<file path="config.mk">
export PLATFORM = sky130hd
export DESIGN_NAME = calc_entry_ctl
export DESIGN_NICKNAME = d
export VERILOG_FILES = /design/src/rtl/calc_entry_ctl.sv
export SDC_FILE = /design/constraint.sdc
export NUM_CORES = 1
export LEC_CHECK = 0
export CELL_PAD_IN_SITES_DETAIL_PLACEMENT = 0
export CELL_PAD_IN_SITES_GLOBAL_PLACEMENT = 1
export CORE_ASPECT_RATIO = 0.8
export CORE_MARGIN = 2
export CORE_UTILIZATION = 40
export DETAILED_ROUTE_END_ITERATION = 7
export PLACE_DENSITY = 0.89
export SLEW_MARGIN = 20
export SYNTH_ARGS = -nofsm -noshare
export SYNTH_HDL_FRONTEND = slang
export SYNTH_SLANG_ARGS = --single-unit
</file>
<file path="constraint.sdc">
create_clock -name clk_i -period 5.7 [get_ports clk_i]
set_clock_uncertainty 0.2 [all_clocks]
set_input_delay 1.425 -clock clk_i [delete_from_list [all_inputs] [get_ports clk_i]]
set_output_delay 1.425 -clock clk_i [all_outputs]
set_load 0.02 [all_outputs]
</file>
<file path="src/rtl/calc_entry_ctl.sv">
// Operand/operator entry sequencer for the BCD keyboard calculator: collects two
// 2-digit BCD operands and an operator, then runs the datapath via start/done.
module calc_entry_ctl #(
  parameter int unsigned CalcTimeout = 255
) (
  input  logic       clk_i,
  input  logic       rst_ni,
  input  logic       key_valid_i,
  input  logic [8:0] last_change_i,
  input  logic       key_pressed_i,
  input  logic       calc_done_i,
  output logic [3:0] a1_o,
  output logic [3:0] a0_o,
  output logic [3:0] b1_o,
  output logic [3:0] b0_o,
  output logic [1:0] op_o,
  output logic       calc_start_o,
  output logic [1:0] show_stat_o,
  output logic       err_o
);

  localparam int unsigned CntW = $clog2(CalcTimeout);

  typedef enum logic [1:0] {StAEntry, StBEntry, StCalc, StShowF} state_e;

  state_e state_q, state_d;
  logic [3:0] a1_q, a1_d, a0_q, a0_d, b1_q, b1_d, b0_q, b0_d;
  logic [1:0] op_q, op_d;
  logic       cs_q, cs_d, err_q, err_d;
  logic [CntW-1:0] cnt_q, cnt_d;

  logic       is_digit, is_op, is_ent, timeout;
  logic [3:0] digit;
  logic [1:0] key_op;

  // Only make events with a recognised code count as keys.
  always_comb begin
    is_digit = 1'b0;
    is_op    = 1'b0;
    is_ent   = 1'b0;
    digit    = 4'd0;
    key_op   = 2'b00;
    if (key_valid_i && key_pressed_i) begin
      case (last_change_i)
        9'h070: begin is_digit = 1'b1; digit = 4'd0; end
        9'h069: begin is_digit = 1'b1; digit = 4'd1; end
        9'h072: begin is_digit = 1'b1; digit = 4'd2; end
        9'h07A: begin is_digit = 1'b1; digit = 4'd3; end
        9'h06B: begin is_digit = 1'b1; digit = 4'd4; end
        9'h073: begin is_digit = 1'b1; digit = 4'd5; end
        9'h074: begin is_digit = 1'b1; digit = 4'd6; end
        9'h06C: begin is_digit = 1'b1; digit = 4'd7; end
        9'h075: begin is_digit = 1'b1; digit = 4'd8; end
        9'h07D: begin is_digit = 1'b1; digit = 4'd9; end
        9'h079: begin is_op = 1'b1; key_op = 2'b01; end
        9'h07B: begin is_op = 1'b1; key_op = 2'b10; end
        9'h07C: begin is_op = 1'b1; key_op = 2'b11; end
        9'h071: is_ent = 1'b1;
        default: ;
      endcase
    end
  end

  // calc_done takes priority over an expiring count.
  assign timeout = (cnt_q == CntW'(CalcTimeout - 1)) && !calc_done_i;

  always_ff @(posedge clk_i or negedge rst_ni) begin
    if (!rst_ni) begin
      state_q <= StAEntry;
    end else begin
      state_q <= state_d;
    end
  end

  always_comb begin
    state_d = state_q;
    unique case (state_q)
      StAEntry: if (is_op) state_d = StBEntry;
      StBEntry: if (is_ent) state_d = StCalc;
      StCalc:   if (calc_done_i || timeout) state_d = StShowF;
      StShowF: begin
        if (is_digit)    state_d = StAEntry;
        else if (is_op)  state_d = StBEntry;
        else if (is_ent) state_d = StCalc;
      end
      default: state_d = StAEntry;
    endcase
  end

  always_comb begin
    a1_d  = a1_q;
    a0_d  = a0_q;
    b1_d  = b1_q;
    b0_d  = b0_q;
    op_d  = op_q;
    err_d = err_q;
    cs_d  = 1'b0;
    cnt_d = '0;
    unique case (state_q)
      StAEntry: begin
        if (is_digit) begin
          a1_d = a0_q;
          a0_d = digit;
        end else if (is_op) begin
          op_d = key_op;
          b1_d = 4'd0;
          b0_d = 4'd0;
        end
      end
      StBEntry: begin
        if (is_digit) begin
          b1_d = b0_q;
          b0_d = digit;
        end else if (is_op) begin
          op_d = key_op;
        end else if (is_ent) begin
          cs_d  = 1'b1;
          err_d = 1'b0;
        end
      end
      StCalc: begin
        if (calc_done_i) begin
          cnt_d = '0;
        end else if (timeout) begin
          err_d = 1'b1;
        end else begin
          cnt_d = cnt_q + 1'b1;
        end
      end
      StShowF: begin
        if (is_digit) begin
          a1_d  = 4'd0;
          a0_d  = digit;
          b1_d  = 4'd0;
          b0_d  = 4'd0;
          op_d  = 2'b00;
          err_d = 1'b0;
        end else if (is_op) begin
          op_d  = key_op;
          b1_d  = 4'd0;
          b0_d  = 4'd0;
          err_d = 1'b0;
        end else if (is_ent) begin
          cs_d  = 1'b1;
          err_d = 1'b0;
        end
      end
      default: ;
    endcase
  end

  always_ff @(posedge clk_i or negedge rst_ni) begin
    if (!rst_ni) begin
      a1_q  <= 4'd0;
      a0_q  <= 4'd0;
      b1_q  <= 4'd0;
      b0_q  <= 4'd0;
      op_q  <= 2'b00;
      cs_q  <= 1'b0;
      err_q <= 1'b0;
      cnt_q <= '0;
    end else begin
      a1_q  <= a1_d;
      a0_q  <= a0_d;
      b1_q  <= b1_d;
      b0_q  <= b0_d;
      op_q  <= op_d;
      cs_q  <= cs_d;
      err_q <= err_d;
      cnt_q <= cnt_d;
    end
  end

  always_comb begin
    unique case (state_q)
      StAEntry: show_stat_o = 2'b00;
      StShowF:  show_stat_o = 2'b10;
      default:  show_stat_o = 2'b01;
    endcase
  end

  assign a1_o         = a1_q;
  assign a0_o         = a0_q;
  assign b1_o         = b1_q;
  assign b0_o         = b0_q;
  assign op_o         = op_q;
  assign calc_start_o = cs_q;
  assign err_o        = err_q;

endmodule

</file>
# Word-level counts from Yosys, hierarchy flattened
# Cells that the tools add are included.
# W data, S select, Z words.
classes:
  add_sub_neg: 1
  n_eq_ne: 29
  mux: 49
  reduce_logical: 20
op_table:
  columns: ["operator", "count"]
  rows:
  - ["$eq A9 B7 Y1 const B", 14]
  - ["$mux W4", 11]
  - ["$pmux W4 S9", 1]
  - ["$mux W8", 3]
  - ["$pmux W4 S3", 2]
  - ["$ne A2 B2 Y1 const B", 11]
  - ["$mux W2", 9]
  - ["$mux W1", 17]
  - ["$reduce_or A10 Y1", 1]
  - ["$add A8 B1 Y8 const B", 1]
  - ["$eq A8 B8 Y1 const B", 1]
  - ["$pmux W2 S2", 2]
  - ["$pmux W2 S4", 1]
  - ["$pmux W4 S2", 1]
  - ["$pmux W2 S3", 1]
  - ["$reduce_and A2 Y1", 3]
  - ["$reduce_and A3 Y1", 2]
  - ["$reduce_bool A3 Y1", 2]
  - ["$reduce_or A2 Y1", 3]
  - ["$reduce_and A5 Y1", 1]
  - ["$eq A2 B2 Y1 const B", 2]
  - ["$reduce_bool A2 Y1", 2]
  - ["$pmux W1 S3", 1]
  - ["$reduce_or A3 Y1", 1]
  - ["other kinds (5)", 6]
totals:
  regBits: 30
  in_bits: 14
  output_inout_bits: 22
  wordCells: 108

# Longest topological paths before layout
# Gate-level depths: netlist of run 1.
depth:
  ltp_word: 7
  mapped_depth: 8

# Worst setup path after synthesis of run 1
# Ideal clock, no wire load.
synth_path:
  path_kind: "input to register"
  from: "input last_change_i[0]"
  to: "register b0_q[2] (netlist: b0_o[2])"
  setup_ps: 121
  arrival_time_ps: 3230
  setup_slack_ps: 2149
  stages: 7
  cell_sequence: "buf_6 > or3b_4 > or4_4 > and4_4 > o31ai_4 > o2111ai_4 > a22o_1"
synth_via:
  elab_chain_len: 7
synth_rtl:
  columns: ["element", "line_no", "source"]
  rows:
  - ["start, declared", "9", "input logic [8:0] last_change_i,"]
  - ["$eq A9 B7 Y1", "44", "case (last_change_i)"]
  - ["$reduce_or A3 Y1 (no source line)", null, null]
  - ["$mux W1", "44", null]
  - ["$mux W1", "43", "if (key_valid_i && key_pressed_i) begin"]
  - ["$mux W4", null, null]
  - ["$mux W4, on equally long branches", null, null]
  - ["$pmux W4 S3", "99", "unique case (state_q)"]
  - ["end signal, assigned", "157", "b0_q <= 4'd0;"]
  - ["end signal, assigned", "166", "b0_q <= b0_d;"]
  - ["end, declared", "27", "logic [3:0] a1_q, a1_d, a0_q, a0_d, b1_q, b1_d, b0_q, b0_d;"]
# Parallel ways exist; a longest one is shown, timed or not. The select of a mux whose other input is x is not followed.
# A chain may end at the register's enable or synchronous reset.

# Worst setup path in the final report of run 1
# Same ends and word-level chain as after synthesis.

==> flow_summary.json, run 1 <==
{
  "cts.htree.levels": 2,
  "max_freq_mhz": 240,
  "cts.sinks": 30,
  "chipWidth_um": 79.8,
  "rrSetupSlack_ns": 3.28,
  "postRouteAntennaNets": 0,
  "dpl_cell_area_um2": 2220,
  "synth.distinct_cells": 53,
  "clkPwrFrac_pct": 29.3,
  "setup_violations": 0,
  "cts_setup_buffers": 0,
  "start_util_pct": 40.8,
  "grt.total_usage_pct": 17.9,
  "p_per_area_nw_per_um2": 252,
  "nFillCells": 436,
  "finalHoldViolations": 0,
  "rsz0062_at_grt": "false",
  "first_pass_iters": 4,
  "tightest_slew_ns": 0.625,
  "fp.dieH_um": 64.7,
  "synth_edf_count": 0,
  "via_count": 1564,
  "syn_nets": 212,
  "grt_overflow_total": 0,
  "worst_slew_margin_rel_pct": 57.8,
  "place_congestion": 0.827,
  "area_delta_synth_final_pct": 25.6,
  "worstPathArrival_ns": 4.17,
  "clock_latency_ns": 0.27,
  "status": "completed",
  "p_int_uw": 389,
  "final_layout_size_suffix_gt1_share_pct": 7.89,
  "crit_path_end_kind": "register",
  "synthCells": 191,
  "seqPwrFrac_pct": 40.0,
  "drv_cap": 0,
  "cts_made_buffers": 5,
  "worstSetupPathType": "input port to register",
  "start_kind": "input port",
  "synth_top_area_cell": "dfrtp_1",
  "wl_per_cell_um": 14.3,
  "hpwlAfterDp_um": 3090,
  "power_switching_uw": 194,
  "ys_ff_latch": 30,
  "max-clock-path-buffers": 2,
  "drc": 0,
  "syn_area_per_cell_um2": 9.64,
  "nets": 248,
  "fin_crit_ns": 4.16,
  "cellLeakagePower_uw": 0.000942,
  "grt_max_degree": 31,
  "cts_tree": "built",
  "holdBufCountCts": 0,
  "fin_crit_sh_pct": 73.0,
  "synthTopCellsByArea": "dfrtp_1, nand2_1, ha_1",
  "clk_pin_slew_worst_paths_ns": 0.06,
  "wirelength_um": 4110,
  "setup_tns_ns": 0,
  "final_cell_mix": "clkdlybuf4s50_1, dfrtp_1, nand2_1",
  "cts_resized": 0,
  "die-area_um2": 5160,
  "p_sw_share_pct": 33.3,
  "num_antenna_cells": 0,
  "finalPower_uw": 583,
  "crit_required_ns": 5.71,
  "grt_pass1_vias": 1499,
  "cp-startpoint": "last_change_i[0]",
  "io_pins": 36,
  "viasPerCell": 5.43,
  "first_iter_violations": 89,
  "yosysTopAreaCellShare_pct": 40.8,
  "crit_path_max_fanout": 14,
  "combPwrFrac_pct": 30.7,
  "num_rows": 22,
  "fin_area_um2": 2310,
  "syn_area_um2": 1840,
  "ys_warn_count": 0,
  "r2r-start": "state_q[1]",
  "cts-root-buf": "clkbuf_8",
  "coreArea_um2": 4510,
  "min_path_type": "register to register",
  "min_from": "b1_o[2]",
  "ir_worst_vdd_mv": 0.192,
  "slew_viol_final": 0,
  "antenna_found_initial": 0,
  "async_reset_ff_share_pct": 100,
  "final_common_cell": "clkdlybuf4s50_1",
  "ys_seq_area_share_pct": 40.8,
  "ys.flop_type": "dfrtp_1",
  "portBuffers": 35,
  "grt_pass1_wl_um": 7340
}
==> final cells by class <==
type / count / area, µm² / share of cell area (%)
clock buffer: 7 / 86.3 / 3.74
clock inverter: 1 / 5.00 / 0.217
inverter: 7 / 26.3 / 1.14
multi-input combinational: 147 / 1010 / 43.7
sequential: 30 / 751 / 32.5
tap: 60 / 75.1 / 3.25
timing repair buffer: 36 / 358 / 15.5
==> cell usage after synthesis, drive strengths merged (5+ instances only) <==
| cell | n |
|---|---|
| nor2 | 15 |
| o21ai | 14 |
| buf | 5 |
| xor2 | 8 |
| dfrtp | 30 |
| nand2 | 26 |
| ha | 7 |
| a22o | 7 |
| o211ai | 5 |
| inv | 7 |
| nand3 | 7 |
==> cell families after synthesis <==
family / Yosys count / synth area share [%]
AO/OA/AOI/OAI: 53 / 22.4
adder cells (fa/ha/maj): 7 / 4.76
flip-flops: 30 / 40.8
AND/OR/NAND/NOR: 78 / 23.4
buffers and inverters: 14 / 4.35
XOR/XNOR: 9 / 4.28
==> critical path, stage by stage <==
cell and delay, ns:
clkdlybuf4s50_1 0.65, or3b_4 0.43, or4_4 0.50, nand4_1 0.19, nand2_1 0.35, o2111ai_4 0.43, a22o_1 0.19
==> sequential cells by signal (all words and copies together) (netlist names) <==
register and count:
cnt_q 8, a0_o 4, a1_o 4, b0_o 4, b1_o 4, op_o 2
state_q 2, calc_start_o 1, err_o 1
==> per-layer routing <==
| layer | GRT usage [%] | up-vias | routed length, µm |
|---|---|---|---|
| met1 | 26.7 | 751 | 2020 |
| li1 | - | 777 | - |
| met5 | 0 | - | 0 |
| met4 | 2.54 | 0 | 12 |
| met2 | 26.8 | 34 | 1860 |
| met3 | 4.74 | 2 | 219 |
==> final timing paths <==
path	endpoint	cells past startpoint
max in group asynchronous	b1_o[1]	2
min in group asynchronous	calc_start_o	2
max reg2reg	err_o	8
min reg2reg	b1_o[2]	1
min	b1_o[2]	1
max	b0_o[2]	7
==> power groups by stage <==
| stage | Clock (µW) | Sequential, µW | Combinational [µW] |
|---|---|---|---|
| 2_1_floorplan | 0 | 237 | 124 |
| 3_3_place_gp | 0 | 236 | 181 |
| 3_5_place_dp | 0 | 236 | 178 |
| 4_1_cts | 175 | 233 | 180 |
| 5_1_grt | 187 | 235 | 201 |
| 6_report | 171 | 233 | 179 |
==> through the flow <==
step	std cells	hold slack (ns)	worst slack, ns	util (%)
floorplan	191	0.292	2.15	-
global placement	280	0.291	1.35	49.2
detailed placement	280	0.285	1.24	49.2
CTS	288	0.316	1.53	51.2
global route	288	0.330	1.36	51.2
finish	288	0.310	1.54	51.2
(Power assumes the default switching activity.)
==> inputs of run 2 (changes only) <==
CORE_UTILIZATION = 35   (was 40)
PLACE_DENSITY = 0.83   (was 0.89)
clock period = 3.56 ns   (was 5.7 ns; I/O delays follow)
==> flow_summary.json, run 2 (synthesized netlist as in run 1, its figures left out) <==
{
  "status": "completed",
  "crit_required_ns": 3.53,
  "cts_setup_buffers": 0,
  "wirelength_um": 4330,
  "place_congestion": 0.829,
  "final_cell_mix": "clkdlybuf4s50_1, dfrtp_1, nand2_1",
  "tightest_slew_ns": 0.450,
  "holdBufCountCts": 0,
  "worst_slew_margin_rel_pct": 69.9,
  "worstSetupPathType": "input port to register",
  "cts.htree.levels": 2,
  "dr.max_layer_used": "met4",
  "finalHoldViolations": 0,
  "largest_reg_flops": 8,
  "grt.total_usage_pct": 15.5,
  "met1Wirelength_um": 2260,
  "max_freq_mhz": 310,
  "crit_path_max_fanout": 8,
  "drv_cap": 0,
  "ir_worst_vdd_mv": 0.257,
  "finalPower_uw": 1000,
  "num_rows": 23,
  "final_common_cell": "clkdlybuf4s50_1",
  "clock_latency_ns": 0.28,
  "worstPathArrival_ns": 3.20,
  "clk_pin_slew_worst_paths_ns": 0.07,
  "first_iter_violations": 69,
  "cts.sinks": 30,
  "io_pins": 36,
  "met2_length_um": 1830,
  "portBuffers": 35,
  "num_antenna_cells": 0,
  "chipWidth_um": 85.1,
  "final_layout_size_suffix_gt1_share_pct": 12.6,
  "fin_crit_sh_pct": 90.6,
  "coreArea_um2": 5040,
  "cts-root-buf": "clkbuf_8",
  "first_pass_iters": 4,
  "area_delta_synth_final_pct": 31.1,
  "antenna_found_initial": 0,
  "fp.dieH_um": 68.9,
  "setup_violations": 0,
  "whs_ns": 0.308,
  "hpwlAfterDp_um": 3190,
  "grt_pass1_vias": 1518,
  "grt_max_degree": 31,
  "die-area_um2": 5860,
  "p_per_area_nw_per_um2": 415,
  "crit_path_end_kind": "register",
  "wl_met3_um": 230,
  "preCtsSetupSlack_ns": 0.0254,
  "min_path_type": "register to register",
  "start_util_pct": 36.5,
  "rsz0062_at_grt": "false",
  "cellLeakagePower_uw": 0.00100,
  "grt_pass1_wl_um": 7170,
  "setup_slack_ns": 0.334,
  "fin_crit_ns": 3.23,
  "instances_no_fill": 301,
  "max-clock-path-buffers": 2,
  "wl_per_cell_um": 14.4,
  "cts_tree": "built",
  "postRouteAntennaNets": 0,
  "setup_tns_ns": 0,
  "cts_resized": 0,
  "cts_made_buffers": 5,
  "grt_overflow_total": 0,
  "top_register": "cnt_q",
  "post-place-cells": 293,
  "drc": 0,
  "slew_viol_final": 0,
  "via_count": 1595,
  "start_kind": "input port",
  "viasPerCell": 5.30,
  "nets": 259
}
[run 2: area by class of cell]
type / count / area, µm²
Tap cell: 62 / 77.6
Fill cell: 486 / 2620
Sequential cell: 30 / 751
Inverter: 7 / 26.3
Timing Repair Buffer: 47 / 440
Clock buffer: 5 / 68.8
Clock inverter: 3 / 40.0
Multi-Input combinational cell: 147 / 1010
[run 2: worst paths after layout]
| kind | from | to | slack, ns | cells after the start |
|---|---|---|---|---|
| max | last_change_i[6] | b0_o[2] | 0.33 | 7 |
| min | b1_o[3] | b1_o[3] | 0.31 | 1 |
| max in group asynchronous | rst_ni | op_o[0] | 2.07 | 2 |
| min reg2reg | b1_o[3] | b1_o[3] | 0.31 | 1 |
| min in group asynchronous | rst_ni | op_o[1] | 0.81 | 2 |
| max reg2reg | state_q[1] | err_o | 1.21 | 8 |
[run 2: power breakdown]
| group | total [µW] | leakage, µW | switching, µW | internal, µW |
|---|---|---|---|---|
| Sequential | 373 | 0.000390 | 18.4 | 354 |
| Combinational | 295 | 0.000557 | 176 | 119 |
| Clock | 335 | 0.0000579 | 129 | 206 |
[run 2: through the flow]
step,util [%],instance area [µm²]
2_1_floorplan,-,1840
3_3_place_gp,45.8,2300
3_5_place_dp,45.8,2300
4_1_cts,47.9,2410
5_1_grt,47.9,2410
6_report,47.9,2410
[run 2: layer usage]
metal	global-route usage, %	up-vias
met5	0	-
met2	24.7	42
met4	2.98	0
li1	-	801
met1	21.3	750
met3	4.40	2
[run 2: critical path, cell delays in order]
cell and delay (ns):
clkdlybuf4s50_1 0.51, or4bb_1 0.51, or3_1 0.38, and4_4 0.22, o31ai_4 0.20, o2111ai_4 0.22
a22o_1 0.27
